**config.mk**
```make
export PLATFORM = sky130hd
export DESIGN_NAME = sonic_vc_rx_fifo_p0_adapter_fifo_flat
export DESIGN_NICKNAME = d
export VERILOG_FILES = /design/src/rtl/sonic_vc_rx_fifo_p0_adapter_fifo_if.sv /design/src/rtl/sonic_vc_rx_fifo_p0_adapter_fifo.sv /design/src/flat_wrapper.sv
export SDC_FILE = /design/constraint.sdc
export NUM_CORES = 2
export LEC_CHECK = 0
export CORE_MARGIN = 3
export CORE_UTILIZATION = 61
export CTS_CLUSTER_SIZE = 16
export DETAILED_ROUTE_END_ITERATION = 8
export PLACE_DENSITY = 0.81
export SYNTH_ARGS = -nofsm -noshare
export SYNTH_HDL_FRONTEND = slang
export SYNTH_SLANG_ARGS = --single-unit
```
**constraint.sdc**
```tcl
create_clock -name clk -period 20.4 [get_ports clk]
set_input_delay 3.06 -clock clk [delete_from_list [all_inputs] [get_ports clk]]
set_output_delay 3.06 -clock clk [all_outputs]
set_load 0.03 [all_outputs]
```
**src/rtl/sonic_vc_rx_fifo_p0_adapter_fifo_if.sv**
```systemverilog
// Handshake bundle between the RX datapath, the RX adapter FIFO and the VC receive logic.
// master drives the packet stream and out_ready; slave is the FIFO itself.
interface sonic_vc_rx_fifo_p0_adapter_fifo_if #(
    parameter int unsigned DATA_WIDTH = 133,
    parameter int unsigned ADDR_WIDTH = 4
);
    logic                  in_valid;
    logic [DATA_WIDTH-1:0] in_data;
    logic                  out_ready;
    logic                  out_valid;
    logic [DATA_WIDTH-1:0] out_data;
    logic [ADDR_WIDTH:0]   fill_level;
    logic                  drop_pulse;
    logic                  err_pulse;
    logic [15:0]           drop_count;
    logic [15:0]           err_count;

    modport master (
        output in_valid, in_data, out_ready,
        input  out_valid, out_data, fill_level, drop_pulse, err_pulse, drop_count, err_count
    );

    modport slave (
        input  in_valid, in_data, out_ready,
        output out_valid, out_data, fill_level, drop_pulse, err_pulse, drop_count, err_count
    );
endinterface

```
**src/rtl/sonic_vc_rx_fifo_p0_adapter_fifo.sv**
```systemverilog
// Store-and-forward RX packet buffer: only whole packets are released downstream; overflowing
// or malformed packets are discarded whole and counted.
module sonic_vc_rx_fifo_p0_adapter_fifo #(
    parameter int unsigned DEPTH      = 16,
    parameter int unsigned DATA_WIDTH = 133,
    parameter int unsigned ADDR_WIDTH = 4
) (
    input logic clk,
    input logic reset,
    sonic_vc_rx_fifo_p0_adapter_fifo_if.slave bus
);
    localparam int unsigned PW = ADDR_WIDTH + 1;
    typedef logic [PW-1:0] ptr_t;
    typedef enum logic [1:0] {StIdle, StPkt, StDrop} state_e;

    state_e state_q, state_d;
    ptr_t   wr_ptr_q, wr_ptr_d, commit_ptr_q, commit_ptr_d, rd_ptr_q, rd_ptr_d, base_ptr;

    logic [DATA_WIDTH-1:0] mem [DEPTH];
    logic [DATA_WIDTH-1:0] out_data_q;
    logic                  out_valid_q, drop_pulse_q, err_pulse_q;
    logic [15:0]           drop_count_q, err_count_q;
    logic sop, eop, in_pkt, claims, full, wr_en, overflow, framing_err, pop;

    assign sop    = bus.in_data[DATA_WIDTH-1];
    assign eop    = bus.in_data[DATA_WIDTH-2];
    assign in_pkt = (state_q == StPkt);
    // A sop always opens a packet; a non-sop word only belongs to one already open.
    assign claims = bus.in_valid & (sop | in_pkt);
    // A sop while a packet is open abandons it, so the new packet starts at commit_ptr.
    assign base_ptr    = (in_pkt & sop) ? commit_ptr_q : wr_ptr_q;
    assign full        = ((base_ptr - rd_ptr_q) == ptr_t'(DEPTH));
    assign wr_en       = claims & ~full;
    assign overflow    = claims & full;
    assign framing_err = bus.in_valid & (in_pkt ? sop : ((state_q == StIdle) & ~sop));
    assign pop         = out_valid_q & bus.out_ready;
    assign rd_ptr_d    = rd_ptr_q + {{ADDR_WIDTH{1'b0}}, pop};

    always_ff @(posedge clk or posedge reset) begin
        if (reset) state_q <= StIdle;
        else       state_q <= state_d;
    end

    always_comb begin
        state_d = state_q;
        if (bus.in_valid) begin
            if (eop)                         state_d = StIdle;
            else if ((sop | in_pkt) & ~full) state_d = StPkt;
            else                             state_d = StDrop;
        end
    end

    always_comb begin
        wr_ptr_d     = wr_ptr_q;
        commit_ptr_d = commit_ptr_q;
        if (overflow) begin
            wr_ptr_d = commit_ptr_q;
        end else if (wr_en) begin
            wr_ptr_d = base_ptr + ptr_t'(1);
            if (eop) commit_ptr_d = base_ptr + ptr_t'(1);
        end
    end

    always_ff @(posedge clk) begin
        if (wr_en) mem[base_ptr[ADDR_WIDTH-1:0]] <= bus.in_data;
    end

    always_ff @(posedge clk or posedge reset) begin
        if (reset) begin
            wr_ptr_q     <= '0;
            commit_ptr_q <= '0;
            rd_ptr_q     <= '0;
            out_valid_q  <= 1'b0;
            out_data_q   <= '0;
            drop_pulse_q <= 1'b0;
            err_pulse_q  <= 1'b0;
            drop_count_q <= '0;
            err_count_q  <= '0;
        end else begin
            wr_ptr_q     <= wr_ptr_d;
            commit_ptr_q <= commit_ptr_d;
            rd_ptr_q     <= rd_ptr_d;
            // Prefetch the next head; a packet committed this edge shows up one edge later.
            out_valid_q  <= (commit_ptr_q != rd_ptr_d);
            out_data_q   <= mem[rd_ptr_d[ADDR_WIDTH-1:0]];
            drop_pulse_q <= overflow;
            err_pulse_q  <= framing_err;
            if (overflow && (drop_count_q != 16'hFFFF))   drop_count_q <= drop_count_q + 16'd1;
            if (framing_err && (err_count_q != 16'hFFFF)) err_count_q  <= err_count_q + 16'd1;
        end
    end

    assign bus.out_valid  = out_valid_q;
    assign bus.out_data   = out_data_q;
    assign bus.fill_level = commit_ptr_q - rd_ptr_q;
    assign bus.drop_pulse = drop_pulse_q;
    assign bus.err_pulse  = err_pulse_q;
    assign bus.drop_count = drop_count_q;
    assign bus.err_count  = err_count_q;
endmodule

```
**src/flat_wrapper.sv**
```systemverilog
// flat-port wrapper written by rule: the top's interface ports become plain ports
module sonic_vc_rx_fifo_p0_adapter_fifo_flat 
#(
    parameter int unsigned DEPTH      = 16,
    parameter int unsigned DATA_WIDTH = 133,
    parameter int unsigned ADDR_WIDTH = 4
)
  (clk, reset, bus_in_valid, bus_in_data, bus_out_ready, bus_out_valid, bus_out_data, bus_fill_level, bus_drop_pulse, bus_err_pulse, bus_drop_count, bus_err_count);
  sonic_vc_rx_fifo_p0_adapter_fifo_if #(.DATA_WIDTH(DATA_WIDTH), .ADDR_WIDTH(ADDR_WIDTH)) bus_i ();
  input logic clk;
  input logic reset;
  input wire logic [$bits(bus_i.in_valid)-1:0] bus_in_valid;
  input wire logic [$bits(bus_i.in_data)-1:0] bus_in_data;
  input wire logic [$bits(bus_i.out_ready)-1:0] bus_out_ready;
  output wire logic [$bits(bus_i.out_valid)-1:0] bus_out_valid;
  output wire logic [$bits(bus_i.out_data)-1:0] bus_out_data;
  output wire logic [$bits(bus_i.fill_level)-1:0] bus_fill_level;
  output wire logic [$bits(bus_i.drop_pulse)-1:0] bus_drop_pulse;
  output wire logic [$bits(bus_i.err_pulse)-1:0] bus_err_pulse;
  output wire logic [$bits(bus_i.drop_count)-1:0] bus_drop_count;
  output wire logic [$bits(bus_i.err_count)-1:0] bus_err_count;
  assign bus_i.in_valid = bus_in_valid;
  assign bus_i.in_data = bus_in_data;
  assign bus_i.out_ready = bus_out_ready;
  assign bus_out_valid = bus_i.out_valid;
  assign bus_out_data = bus_i.out_data;
  assign bus_fill_level = bus_i.fill_level;
  assign bus_drop_pulse = bus_i.drop_pulse;
  assign bus_err_pulse = bus_i.err_pulse;
  assign bus_drop_count = bus_i.drop_count;
  assign bus_err_count = bus_i.err_count;
  sonic_vc_rx_fifo_p0_adapter_fifo #(.DEPTH(DEPTH), .DATA_WIDTH(DATA_WIDTH), .ADDR_WIDTH(ADDR_WIDTH)) u_core (.clk(clk), .reset(reset), .bus(bus_i));
endmodule
```
# Word level (Yosys, flattened, before mapping)
# Memory sizes are Yosys's and may differ from the RTL's. A register that Yosys moved wholly into a read port is not among the register bits.
# Index checks and enable logic that the tools add are counted.
# Widths: inputs -> output; s select.
[totals] ff_bits=52 latch_bits=0 mem_bits_rw=2128 rom_bits=0 in_bits=137 output_inout_bits=173 word_cells=46 n_memories=1
[classes] addsub=6 n_mul=0 n_div=0 magnitude_cmp=0 n_eq_ne=5 shifts=0 mux=8 bitwise_logic=12 reduce_logical=5
[mem_list] memory="u_core.mem" depth=16 word_bits=133 read_ports=1 rd_ports_with_merged_regs=1 wr=1 line="sonic_vc_rx_fifo_p0_adapter_fifo.sv:19" rtl="logic [DATA_WIDTH-1:0] mem [DEPTH];"
[op_table] cell="$add 16x1->16 const B" n=2
[op_table] cell="$ne 16x16->1 const B" n=2
[op_table] cell="$mux 5" n=3
[op_table] cell="$sub 5x5->5" n=2
[op_table] cell="$and 1x1->1" n=8
[op_table] cell="$add 5x1->5" n=1
[op_table] cell="$add 5x1->5 const B" n=1
[op_table] cell="$eq 5x5->1 const B" n=1
[op_table] cell="$ne 5x5->1" n=1
[op_table] cell="$mux 2" n=2
[op_table] cell="$mux 1" n=3
[op_table] cell="$not 1->1" n=3
[op_table] cell="$reduce_and 3->1" n=1
[op_table] cell="$eq 2x1->1 const B" n=1
[op_table] cell="$logic_and 1x1->1" n=2
[op_table] cell="$logic_not 2->1" n=1
[op_table] cell="$reduce_bool 2->1" n=1
[op_table] cell="$or 1x1->1" n=1

# Longest topological paths before layout
[logic_depth] word_depth=9 depth_mapped=12 mapped_depth_nobuf=11

# Worst setup path after synthesis
# No wires, ideal clock.
[synth_timing] path_type="input-to-reg" start="input port bus_in_data[132]" end="memory u_core.mem[3][0] (enable)" setup_ps=999 arrival_time_ps=18755 required_ps=19401 setup_slack_ps=646 stages=10 path_buffers=2 path_cell_list="nand3b_4 -> clkbuf_1 -> o21ai_0 -> ha_1 -> and3b_1 -> o21ai_0 -> o22ai_4 -> and2_1 -> buf_2 -> nor4b_1"
[synth_between] elab_chain_cells=8 elab_cells_between_ends=10 classes_between="add/sub: 1; eq/ne: 1; mux: 3; bitwise: 5"
[synth_lines] item="start, declared" line="flat_wrapper.sv:13" rtl="input wire logic [$bits(bus_i.in_data)-1:0] bus_in_data;"
[synth_lines] item="$and 1x1->1" line="sonic_vc_rx_fifo_p0_adapter_fifo.sv:31" rtl="assign base_ptr = (in_pkt & sop) ? commit_ptr_q : wr_ptr_q;"
[synth_lines] item="$mux 5" line="sonic_vc_rx_fifo_p0_adapter_fifo.sv:31"
[synth_lines] item="$sub 5x5->5" line="sonic_vc_rx_fifo_p0_adapter_fifo.sv:32" rtl="assign full = ((base_ptr - rd_ptr_q) == ptr_t'(DEPTH));"
[synth_lines] item="$eq 5x5->1" line="sonic_vc_rx_fifo_p0_adapter_fifo.sv:32"
[synth_lines] item="$not 1->1" line="sonic_vc_rx_fifo_p0_adapter_fifo.sv:33" rtl="assign wr_en = claims & ~full;"
[synth_lines] item="$and 1x1->1" line="sonic_vc_rx_fifo_p0_adapter_fifo.sv:33"
[synth_lines] item="$mux 1" line="sonic_vc_rx_fifo_p0_adapter_fifo.sv:65" rtl="if (wr_en) mem[base_ptr[ADDR_WIDTH-1:0]] <= bus.in_data;"
[synth_lines] item="$mux 1 (implied by the code)" line="sonic_vc_rx_fifo_p0_adapter_fifo.sv:65"
[synth_lines] item="end, declared" line="sonic_vc_rx_fifo_p0_adapter_fifo.sv:19"
# Several ways; a longest one is shown, not always the timed one.

# Worst setup path in the final report
[layout_timing] start="input port bus_in_data[132]" end="memory u_core.mem[6][87] (enable)"
# The elaborated chain is that of the path after synthesis.

==> flow_summary.ini <==
[route]
wl_um = 218000
first_pass_iters = 6
drt_iter0_markers = 5804
drc = 0
via_count = 44884
wl_per_cell_um = 33.1
viasPerCell = 6.82
ant_nets = 0

[power_and_ir_drop]
peakVddDrop_mv = 0.280
power_leakage_nw = 32.5
power.total_mw = 15.4
p_per_area_nw_per_um2 = 155

[clock_network]
post-cts-setup-buffers = 0
cts-buffers-inserted = 215
cts-root-buf = clkbuf_16
clock_sinks = 2313
post_cts_resized = 0
clk_path_buf_depth = 3
clk_pin_slew_ns = 0.06
clock_latency_ns = 0.86
cts_hold_buf = 0
htree_levels = 4
cts_tree = built

[setup_path]
crit_top_cell = buf_4
worst_path_largest_cell_delay_ns = 1.00
startpoint_type = input pin
path_cells = clkdlybuf4s50_1 > nand3b_4 > mux2i_1 > inv_1 > ha_1 > and3b_1 > o21ai_0 > o22ai_4 > a21oi_2 > and3_4 > buf_4 > buf_4
worst-path-max-fanout = 51
path_delay_family = buffers and inverters
critical_path_required_ns = 20.87
critPathBufInv = 4
critPathCaptureType = flip-flop
cpMaxStageDelayCell = clkdlybuf4s50_1
cp.arrival_ns = 9.71
path_class = in -> reg

[die]
initial_core_util = 0.619
dieArea_um2 = 147000
die_w_um = 384
core_um2 = 141000
fp.dieH_um = 384
ios = 310
rows = 137

[synthesis]
synth_edf_count = 2128
synth_top_family_by_area = multiplexers
ys_seq_elements = 2313
yosysTopAreaCell = edfxtp_1
synth_fa_ha_area_frac = 0.00253
synth_compound_area_frac = 0.0140
synth_top_area_frac = 0.735
ys.flop_type = edfxtp_1
ys_types = 61
yosys.area_share.xor_xnor = 0.00508
synth_cells = 4118
syn_nets = 4272
ys_seq_area_frac = 0.788
muxShareOfSynthArea = 0.139
syn_area_per_cell_um2 = 21.1
yosys.area_share.simple = 0.0402
synthTopCellsByArea = edfxtp_1 73%, mux4_2 14%, dfrtp_1 5.3%
yosys.cell_count.top_type = edfxtp_1
async_flop_share = 0.0800
synthTopCellsByCount = 2128 x edfxtp_1, 539 x nand2_1, 532 x mux4_2, 185 x dfrtp_1, 144 x and3_1
syn_area_um2 = 87000
ys_warn_count = 0

[sta]
finalHoldViolations = 0
worst_pin_slew_ns = 1.20
setup_violations = 0
period_needed_ns = 9.25
slew_headroom = 0.198
finClkSkew_ns = 0.0311
slew_violations = 0
grt_setup_unrepaired = false
fmax_mhz = 108
tns_ns = 0
timing.final.crit_share = 0.453

[grt]
grt_usage = 0.301
grt_pass1_vias = 46484
grt_max_degree = 169
grt-ovfl-total = 0
grt_pass1_wl_um = 318000
antenna_found_initial = 33

[worst_hold_path]
hold_path_class = reg -> reg

[cells_and_area]
design_area_um2 = 99300
num-nets-final = 4646
instances_no_fill = 6585
fillers = 7665
drive_gt1_frac = 0.201
utilization = 0.706
syn_to_final_growth_pct = 14.1

[placement]
dpl.cell_count = 6151
dp_hpwl_um = 100000
gp_congestion = 0.782
io_buffers = 309
placed_area_um2 = 92200

[job]
drv_cap = 0

[outcome]
status = finished, final reports clean
## final timing paths
kind                                     startpoint                       end  slack [ns]  cells past startpoint
setup / recovery                   bus_in_data[132]         u_core.mem[6][87]       11.15                     12
hold / removal             u_core.bus.drop_count[7]  u_core.bus.drop_count[7]        0.49                      1
min in group asynchronous                     reset   u_core.bus.err_count[0]        2.74                      2
hold reg to reg            u_core.bus.drop_count[7]  u_core.bus.drop_count[7]        0.49                      1
setup reg to reg                  u_core.state_q[1]         u_core.mem[6][87]       13.94                     11
max in group asynchronous                     reset   u_core.bus.out_data[61]       15.57                      4
## cells by family after synthesis
group	after synthesis
flops	2313
xor+xnor	48
fa+ha+maj	17
buf+inv	234
simple gates	778
compound gates	183
mux	545
## layer usage
metal | vias up | GRT usage | wire length, um
met5 | - | 0 | 66
met4 | 10 | 0.131 | 9180
met3 | 547 | 0.0614 | 21100
met2 | 3206 | 0.483 | 109000
met1 | 23569 | 0.409 | 78800
li1 | 17552 | - | -
## cell type report
cell class	count	area, um2	share of cell area
multi-input combinational	1571	17600	0.178
clock buffer	313	6020	0.0606
sequential	2313	68500	0.690
clock inverter	97	967	0.00974
inverter	18	87.6	0.000882
timing repair buffer	373	3650	0.0367
tap	1876	2350	0.0236
antenna	24	60.1	0.000605
## registers in the layout (all words and copies together), names as in the netlist
signal	cells
u_core.bus.err_count	16
u_core.mem	2128
u_core.bus.drop_pulse	1
u_core.bus.drop_count	16
u_core.bus.out_valid	1
u_core.bus.out_data	133
u_core.bus.err_pulse	1
u_core.commit_ptr_q	5
u_core.rd_ptr_q	5
u_core.wr_ptr_q	5
u_core.state_q	2
## cell usage in the layout, fill, tap and decap left out, drive strengths merged, types with 64 or more instances in the layout
cell and instances:
edfxtp 2128, nand2 539, mux4 532, clkbuf 313, clkdlybuf4s50 309, dfrtp 185
and3 144, a31oi 136, clkinv 69, buf 64
## report_power, final
group | switching [mW] | total, mW | internal [mW]
sequential | 0.185 | 5.81 | 5.62
clock | 1.76 | 3.96 | 2.19
combinational | 3.32 | 5.65 | 2.33
total | 5.27 | 15.4 | 10.1
## per-stage QoR
step                      hold WS, ns  setup WS [ns]
after floorplan                 0.479          0.646
after global placement          0.478          10.78
after detailed placement        0.483          10.52
after CTS                       0.491          11.33
after global routing            0.504          10.86
final                           0.490          11.15
No activity file was read; power rests on OpenSTA's default activity.
